[src/rtl/moore1_pkg.sv]
// Shared encoding for the moore1 encoder/decoder pair: state codes E0..E3,
// decoder FSM states, error-counter sizing and a saturating-increment helper.
package moore1_pkg;

    // Upstream Moore encoder state codes as seen on {code_a, code_b}
    typedef enum logic [1:0] {
        E0 = 2'b00,
        E1 = 2'b01,
        E2 = 2'b10,
        E3 = 2'b11
    } code_t;

    // Decoder control FSM states
    typedef enum logic [1:0] {
        HUNT   = 2'b00,
        CHECK  = 2'b01,
        LOCKED = 2'b10
    } dec_state_t;

    localparam int unsigned ERR_CNT_W   = 8;
    localparam logic [7:0]  ERR_CNT_MAX = 8'hFF;

    // Increment an 8-bit count, holding at the maximum value
    function automatic logic [7:0] sat_inc8(input logic [7:0] v);
        if (v == ERR_CNT_MAX) begin
            return v;
        end else begin
            return v + 8'd1;
        end
    endfunction

endpackage

[src/rtl/moore1_decoder_if.sv]
// Bus bundle between the code source / result consumer and moore1_decoder.
// master: drives the code stream and err_clr, observes decoder results.
// slave : the decoder side.
interface moore1_decoder_if;
    import moore1_pkg::*;

    logic                 code_a;
    logic                 code_b;
    logic                 err_clr;
    logic                 dec_a;
    logic                 dec_b;
    logic                 locked;
    logic                 err;
    logic [ERR_CNT_W-1:0] err_cnt;

    modport master (
        output code_a, code_b, err_clr,
        input  dec_a, dec_b, locked, err, err_cnt
    );

    modport slave (
        input  code_a, code_b, err_clr,
        output dec_a, dec_b, locked, err, err_cnt
    );

endinterface

[src/rtl/moore1_edge_decode.sv]
// Combinational classification of a (prev, cur) code pair.
// The code is Gray-like: flipping only the low bit is an inA event,
// flipping both bits is an inB event, flipping only the high bit is illegal,
// and no change is a hold.
module moore1_edge_decode
    import moore1_pkg::*;
(
    input  code_t prev_i,
    input  code_t cur_i,
    output logic  is_a,
    output logic  is_b,
    output logic  illegal
);

    logic [1:0] diff_s;

    // Classify the transition from the bit difference of the two codes
    always_comb begin
        diff_s  = prev_i ^ cur_i;
        is_a    = 1'b0;
        is_b    = 1'b0;
        illegal = 1'b0;
        case (diff_s)
            2'b00:   begin end
            2'b01:   is_a    = 1'b1;
            2'b11:   is_b    = 1'b1;
            2'b10:   illegal = 1'b1;
            default: illegal = 1'b1;
        endcase
    end

endmodule

[src/rtl/moore1_decoder.sv]
// moore1_decoder: recovers inA/inB events from a Moore-encoded 2-bit code
// stream, tracks lock on a legal stream and counts illegal transitions.
// Optional feature macro: MOORE1_DEC_ERRCNT_EN -- when defined, err_cnt is a
// saturating illegal-transition counter cleared by err_clr; when undefined,
// err_cnt reads 0 and err_clr is ignored (err still pulses).
module moore1_decoder
    import moore1_pkg::*;
#(
    parameter int unsigned LOCK_LEN = 2
) (
    input  logic              clk,
    input  logic              reset,
    moore1_decoder_if.slave   bus
);

    localparam logic [3:0] LOCK_LEN_C = 4'(LOCK_LEN);

    code_t      cur_s;
    logic       is_a_s;
    logic       is_b_s;
    logic       illegal_s;
    logic       err_hit_s;
    logic [3:0] cnt_inc_s;

    dec_state_t state_q,    state_d;
    code_t      prev_q,     prev_d;
    logic [3:0] lock_cnt_q, lock_cnt_d;
    logic       dec_a_q,    dec_a_d;
    logic       dec_b_q,    dec_b_d;
    logic       err_q,      err_d;
    logic       locked_q,   locked_d;
    logic [7:0] err_cnt_q,  err_cnt_d;

    assign cur_s     = code_t'({bus.code_a, bus.code_b});
    assign cnt_inc_s = lock_cnt_q + 4'd1;

    moore1_edge_decode u_edge_decode (
        .prev_i  (prev_q),
        .cur_i   (cur_s),
        .is_a    (is_a_s),
        .is_b    (is_b_s),
        .illegal (illegal_s)
    );

    // Next-state, lock counter and output pulses for the HUNT/CHECK/LOCKED FSM
    always_comb begin
        state_d    = state_q;
        prev_d     = cur_s;
        lock_cnt_d = lock_cnt_q;
        dec_a_d    = 1'b0;
        dec_b_d    = 1'b0;
        err_d      = 1'b0;
        err_hit_s  = 1'b0;
        case (state_q)
            HUNT: begin
                lock_cnt_d = 4'd0;
                state_d    = CHECK;
            end
            CHECK: begin
                if (illegal_s) begin
                    lock_cnt_d = 4'd0;
                end else begin
                    dec_a_d    = is_a_s;
                    dec_b_d    = is_b_s;
                    lock_cnt_d = cnt_inc_s;
                    if (cnt_inc_s >= LOCK_LEN_C) begin
                        state_d = LOCKED;
                    end else begin
                        state_d = CHECK;
                    end
                end
            end
            LOCKED: begin
                if (illegal_s) begin
                    err_d      = 1'b1;
                    err_hit_s  = 1'b1;
                    lock_cnt_d = 4'd0;
                    state_d    = CHECK;
                end else begin
                    dec_a_d = is_a_s;
                    dec_b_d = is_b_s;
                end
            end
            default: begin
                lock_cnt_d = 4'd0;
                state_d    = HUNT;
            end
        endcase
        locked_d = (state_d == LOCKED);
    end

`ifdef MOORE1_DEC_ERRCNT_EN
    // Saturating error count; a clear wins over a same-cycle error
    always_comb begin
        if (bus.err_clr) begin
            err_cnt_d = 8'd0;
        end else if (err_hit_s) begin
            err_cnt_d = sat_inc8(err_cnt_q);
        end else begin
            err_cnt_d = err_cnt_q;
        end
    end
`else
    logic unused_err_clr_s;
    assign unused_err_clr_s = bus.err_clr;

    // Error counting disabled: count reads as zero
    always_comb begin
        err_cnt_d = 8'd0;
    end
`endif

    // State and registered outputs, asynchronously cleared by reset
    always_ff @(posedge clk or posedge reset) begin
        if (reset) begin
            state_q    <= HUNT;
            prev_q     <= E0;
            lock_cnt_q <= 4'd0;
            dec_a_q    <= 1'b0;
            dec_b_q    <= 1'b0;
            err_q      <= 1'b0;
            locked_q   <= 1'b0;
            err_cnt_q  <= 8'd0;
        end else begin
            state_q    <= state_d;
            prev_q     <= prev_d;
            lock_cnt_q <= lock_cnt_d;
            dec_a_q    <= dec_a_d;
            dec_b_q    <= dec_b_d;
            err_q      <= err_d;
            locked_q   <= locked_d;
            err_cnt_q  <= err_cnt_d;
        end
    end

    assign bus.dec_a   = dec_a_q;
    assign bus.dec_b   = dec_b_q;
    assign bus.err     = err_q;
    assign bus.locked  = locked_q;
    assign bus.err_cnt = err_cnt_q;

endmodule

[src/flat_wrapper.sv]
// flat-port wrapper written by rule: the top's interface ports become plain ports
module moore1_decoder_flat import moore1_pkg::*;
#(
    parameter int unsigned LOCK_LEN = 2
)
  (clk, reset, bus_code_a, bus_code_b, bus_err_clr, bus_dec_a, bus_dec_b, bus_locked, bus_err, bus_err_cnt);
  moore1_decoder_if bus_i ();
  input  logic clk;
  input  logic reset;
  input wire logic [$bits(bus_i.code_a)-1:0] bus_code_a;
  input wire logic [$bits(bus_i.code_b)-1:0] bus_code_b;
  input wire logic [$bits(bus_i.err_clr)-1:0] bus_err_clr;
  output wire logic [$bits(bus_i.dec_a)-1:0] bus_dec_a;
  output wire logic [$bits(bus_i.dec_b)-1:0] bus_dec_b;
  output wire logic [$bits(bus_i.locked)-1:0] bus_locked;
  output wire logic [$bits(bus_i.err)-1:0] bus_err;
  output wire logic [$bits(bus_i.err_cnt)-1:0] bus_err_cnt;
  assign bus_i.code_a = bus_code_a;
  assign bus_i.code_b = bus_code_b;
  assign bus_i.err_clr = bus_err_clr;
  assign bus_dec_a = bus_i.dec_a;
  assign bus_dec_b = bus_i.dec_b;
  assign bus_locked = bus_i.locked;
  assign bus_err = bus_i.err;
  assign bus_err_cnt = bus_i.err_cnt;
  moore1_decoder #(.LOCK_LEN(LOCK_LEN)) u_core (.clk(clk), .reset(reset), .bus(bus_i));
endmodule
[config.mk]
export PLATFORM = sky130hd
export DESIGN_NAME = moore1_decoder_flat
export DESIGN_NICKNAME = d
export VERILOG_FILES = /design/src/rtl/moore1_pkg.sv /design/src/rtl/moore1_decoder_if.sv /design/src/rtl/moore1_edge_decode.sv /design/src/rtl/moore1_decoder.sv /design/src/flat_wrapper.sv
export SDC_FILE = /design/constraint.sdc
export NUM_CORES = 1
export LEC_CHECK = 0
export ABC_AREA = 1
export BUFFER_PORTS_ARGS = -buffer_cell sky130_fd_sc_hd__buf_2
export CAP_MARGIN = 20
export CORE_ASPECT_RATIO = 1.4
export CORE_MARGIN = 10
export CORE_UTILIZATION = 32
export CTS_BUF_LIST = sky130_fd_sc_hd__clkbuf_16
export CTS_CLUSTER_SIZE = 16
export DETAILED_ROUTE_END_ITERATION = 10
export GPL_TIMING_DRIVEN = 0
export MAX_ROUTING_LAYER = met4
export SLEW_MARGIN = 20
export SYNTH_ARGS = -nofsm -noshare
export SYNTH_HDL_FRONTEND = slang
export SYNTH_SLANG_ARGS = --single-unit
[constraint.sdc]
create_clock -name clk -period 4.1 [get_ports clk]
set_clock_uncertainty 0.1 [all_clocks]
set_input_delay 0.41 -clock clk [delete_from_list [all_inputs] [get_ports clk]]
set_output_delay 0.41 -clock clk [all_outputs]
set_load 0.05 [all_outputs]
; ---- Yosys cells after proc, flatten, opt, wreduce, memory -nomap -nowiden
; Index checks and enable logic that the tools add are counted.
[totals]
input_bits = 5
regBits = 12
elab_cells = 35
output_inout_bits = 12
[classes]
n_mux = 16
n_lt_le_gt_ge = 1
add_sub_neg = 1
n_reduce_logical = 2
n_eq_ne = 7
n_bitwise = 1
[ops]
columns = cell, count
row1 = 2-to-1 mux 1 bit, 9
row2 = equality test 2 bit (second input constant), 4
row3 = 2-to-1 mux 4 bit, 2
row4 = case mux 4 bit (2 select lines), 1
row5 = 2-to-1 mux 2 bit, 3
row6 = case mux 2 bit (3 select lines), 1
row7 = adder 4 x 1 -> 4 bit (second input constant), 1
row8 = equality test 2 x 1 -> 1 bit (second input constant), 2
row9 = greater-or-equal comparator 4 x 2 -> 1 bit (second input constant), 1
row10 = zero test 2 bit, 1
row11 = != test 2 x 1 -> 1 bit (second input constant), 1
row12 = OR reduction 2 bit, 1
row13 = bitwise XOR 2 bit, 1

; ---- Longest topological paths before layout
[depth]
depth_word = 6
depth_mapped = 12
depth_no_buf = 12

; ---- Hierarchy
; A second synthesis with hierarchy kept.
[hier_totals]
hier_cells = 96
area_unflattened_um2 = 730.7
[modules_own_cells]
columns = module, area_per_inst_um2, seq_area_each_um2, cells_per_inst, n_inst
row1 = moore1_decoder, 659.4, 300.3, 77, 1
row2 = moore1_edge_decode, 71.3, 0.0, 19, 1

; ---- Worst setup path before layout
; OpenSTA, ideal clock, no wires.
[synth_timing]
path_type = flip-flop to flip-flop
startpoint = register u_core.lock_cnt_q[0]
endpoint = register u_core.state_q[0]
path_stages_with_launch = 9
setup_slack_ps = 2708
arrival_time_ps = 1173
setup_ps = 119
n_path_buf = 0
synth_period_minus_slack_ps = 1392
required_time_ps = 3881
path_cell_list = dfrtp_1 > ha_1 > nand2_1 > nor2_1 > nand2_1 > nand2_1 > nand3_1 > nand3_1 > and2_1
[synth_between]
elab_chain_len = 5
[synth_lines]
columns = element, line
row1 = from (decl), moore1_decoder.sv:27  ; logic [3:0] lock_cnt_q, lock_cnt_d;
row2 = from (signal assigned), moore1_decoder.sv:127  ; lock_cnt_q <= lock_cnt_d;
row3 = adder 4 x 1 -> 4 bit, moore1_decoder.sv:35  ; assign cnt_inc_s = lock_cnt_q + 4'd1;
row4 = greater-or-equal comparator 4 x 2 -> 1 bit, moore1_decoder.sv:66  ; if (cnt_inc_s >= LOCK_LEN_C) begin
row5 = 2-to-1 mux 2 bit, moore1_decoder.sv:66
row6 = 2-to-1 mux 2 bit, moore1_decoder.sv:60  ; if (illegal_s) begin
row7 = case mux 2 bit (3 select lines), moore1_decoder.sv:54  ; case (state_q)
row8 = via u_core.state_d[0], moore1_decoder.sv:25  ; dec_state_t state_q, state_d;
row9 = to (signal assigned), moore1_decoder.sv:125  ; state_q <= state_d;
row10 = to (decl), moore1_decoder.sv:25
; The timed path passes the listed nets, and every way through them passes these cells.
; A chain may end at the register's enable or synchronous reset.

; ---- Final worst setup path
; Ends and elaborated chain as after synthesis.

==> out/qor.csv <==
stage,metric,value,unit
placement,place_inst,116,
placement,io_buffers,7,
yosys,yosysWarnings,0,
drt,via_per_inst,4.05,
worst_setup_path,cp_data_required_time,4.12,ns
worst_setup_path,r2r_slack,2.57,ns
clock_network,cts_resized,0,
placement,dp_hpwl,914,um
global_route,grt_max_degree,13,
clock_network,clock_latency,0.24,ns
worst_setup_path,reg2reg_from,u_core.lock_cnt_q[0]$_DFFE_PP0P_,
timing,setup_tns,0,ns
layout,fill_cells,211,
global_route,grt_usage,0.0557,
layout,diodes,0,
worst_setup_path,critPathArrivalTime,1.55,ns
die,start_util,0.341,
placement,post-place-ws,2.57,ns
worst_setup_path,cp-start-kind,flop,
global_route,grt_pass1_vias,475,
drt,ant_nets,0,
timing,fin_crit,1.53,ns
drt,wl_per_cell,9.46,um
drt,drtIter0Drc,6,
worst_setup_path,path_cells,"ha_1, inv_1, nand2_1, nand2_1, nor2_1, nand2_1, nand2_1, nand3_1, nand3_1, and2_1",
timing,worst_slack,2.57,ns
yosys,synth.avg_cell_area,8.51,sq um
clock_network,cts_tree,yes,
timing,drv_slew,0,
die,coreArea,2020,sq um
global_route,antenna_found_initial,0,
timing,clock.fmax,653,MHz
timing,rsz0062_at_grt,false,
timing,finalCritPeriodShare,0.373,
clock_network,root_buffer,clkbuf_16,
outcome,outcome,completed,
worst_setup_path,end_kind,flop,
clock_network,htree_num_levels,1,
power_and_ir_drop,vdd_drop_max,0.344,mV
die,rows,19,
worst_setup_path,crit_path_max_fanout,6,
clock_network,ctsHoldBuffers,0,
worst_setup_path,critical_path_class,reg -> reg,
layout,area_growth,24.1,%
yosys,synth_cells,81,
min_path,hold_path.class,in -> async,
layout,drive_gt1_frac,0.212,
power_and_ir_drop,leakage,0.476,nW
clock_network,cts_buffers,3,
clock_network,cts_sinks,12,
die,dieArea,4440,sq um
clock_network,postCtsSetupRepairBufs,0,
power_and_ir_drop,powerDensity,643,nW/um^2
clock_network,clk_pin_slew,0.04,ns
timing,setup_viol,0,
global_route,grt_overflow,0,
drt,route.detailed.drc,0,
global_route,grt_pass1_wl,1950,um
drt,vias,486,
timing,finalHoldViolations,0,
layout,fin_util,0.424,
yosys,syn_area,689,sq um
clock_network,clockBufferDepth,2,
worst_setup_path,path_common_cell,nand2_1,
die,die_y,74.9,um
placement,gp_congestion,0.749,
flow_run,cap_violations,0,
yosys,ys_types,16,
drt,drt_first_pass_iters,4,
die,ios,17,
worst_setup_path,slowest_delay,0.43,ns
yosys,ys_seq_area_frac,0.436,
worst_setup_path,reg2reg_depth,10,
layout,fin_nets,111,
worst_setup_path,cp_slowest_cell,dfrtp_1,
die,die_w,59.2,um
yosys,ys_ff_latch,12,
worst_setup_path,rr_endpoint,u_core.state_q[0]$_DFF_PP0_,
drt,finalWirelength,1140,um
power_and_ir_drop,p_total,0.000550,W
layout,stdcell_count,120,
## stage by stage
| step | hold slack, ns | cell area, sq um |
|---|---|---|
| 2_1_floorplan | 0.175 | 716 |
| 3_3_place_gp | 0.332 | 777 |
| 3_5_place_dp | 0.338 | 777 |
| 4_1_cts | 0.0887 | 856 |
| 5_1_grt | 0.106 | 856 |
| 6_report | 0.0679 | 856 |
## final cells by class
| cell class | instances | area [sq um] | share of cell area |
|---|---|---|---|
| plain buffers | 8 | 60.1 | 0.0702 |
| clock buffers | 3 | 75.1 | 0.0877 |
| clock inverters | 1 | 3.75 | 0.00439 |
| inverters | 15 | 56.3 | 0.0658 |
| multi-input cells | 53 | 299 | 0.349 |
| flip-flops and latches | 12 | 300 | 0.351 |
| well taps | 21 | 26.3 | 0.0307 |
| repair buffers | 7 | 35.0 | 0.0409 |
## routing by layer
metal	track usage	vias up	wire length (um)
li1	-	263	-
met1	0.0499	213	408
met2	0.101	8	643
met3	0.0219	2	76
met4	0.0230	0	6
met5	-	-	0
## worst max-delay path: cells and delay by family (launching register included)
family / cells / cell delay, ns
and+or+nand+nor: 8 / 0.59
buffers and inverters: 1 / 0.06
DFF: 1 / 0.43
adders and majority gates: 1 / 0.24
## where the power goes
group | switching, W | internal [W]
combinational | 0.000139 | 0.0000667
sequential | 0.0000230 | 0.000147
clock | 0.0000469 | 0.000128
## kinds of logic (layout without fill, tap and decap cells)
group	Yosys count	after routing	synth area share
AO/OA/AOI/OAI	5	5	0.0417
XOR/XNOR	3	3	0.0490
adder cells (fa/ha/maj)	6	6	0.109
buffers and inverters	23	34	0.169
flip-flops	12	12	0.436
other	1	8	0.00544
AND/OR/NAND/NOR	31	31	0.191
## cell usage in the layout, fill, tap and decap left out, types with 2 or more instances in the layout
cell type / instances
nand2_1: 18
inv_1: 15
dfrtp_1: 12
buf_4: 8
conb_1: 8
buf_2: 7
ha_1: 6
nor2_1: 5
nand3_1: 4
o22ai_1: 3
clkbuf_16: 3
nor2_2: 2
o21ai_0: 2
## worst max path at each step
stage | start | to | slack [ns] | depth (start not counted)
5_1_grt | u_core.lock_cnt_q[1]$_DFFE_PP0P_ | u_core.bus.locked$_DFF_PP0_ | 2.44 | 11
3_3_place_gp | bus_code_a | u_core.state_q[0]$_DFF_PP0_ | 2.59 | 8
3_5_place_dp | bus_code_a | u_core.state_q[0]$_DFF_PP0_ | 2.57 | 8
4_1_cts | u_core.lock_cnt_q[0]$_DFFE_PP0P_ | u_core.state_q[0]$_DFF_PP0_ | 2.57 | 10
2_1_floorplan | u_core.lock_cnt_q[0]$_DFFE_PP0P_ | u_core.state_q[0]$_DFF_PP0_ | 2.71 | 8
6_report | u_core.lock_cnt_q[0]$_DFFE_PP0P_ | u_core.state_q[0]$_DFF_PP0_ | 2.57 | 10
## cells in the mapped netlist, drive strengths merged
library cell	number	area (sq um)
nand2	18	67.6
inv	15	56.3
dfrtp	12	300
buf	8	60.1
nor2	7	31.3
ha	6	75.1
nand3	4	20.0
o22ai	3	18.8
o21ai	2	10.0
xnor2	2	25.0
and2	1	6.26
conb	1	3.75
nand4	1	6.26
xor2	1	8.76
## state kept, by name (all words and copies together), names as in the netlist
signal and flops:
u_core.lock_cnt_q 4, u_core.prev_q 2, u_core.state_q 2, u_core.bus.dec_a 1
u_core.bus.dec_b 1, u_core.bus.err 1, u_core.bus.locked 1
Power figures use the tool's default switching activity.
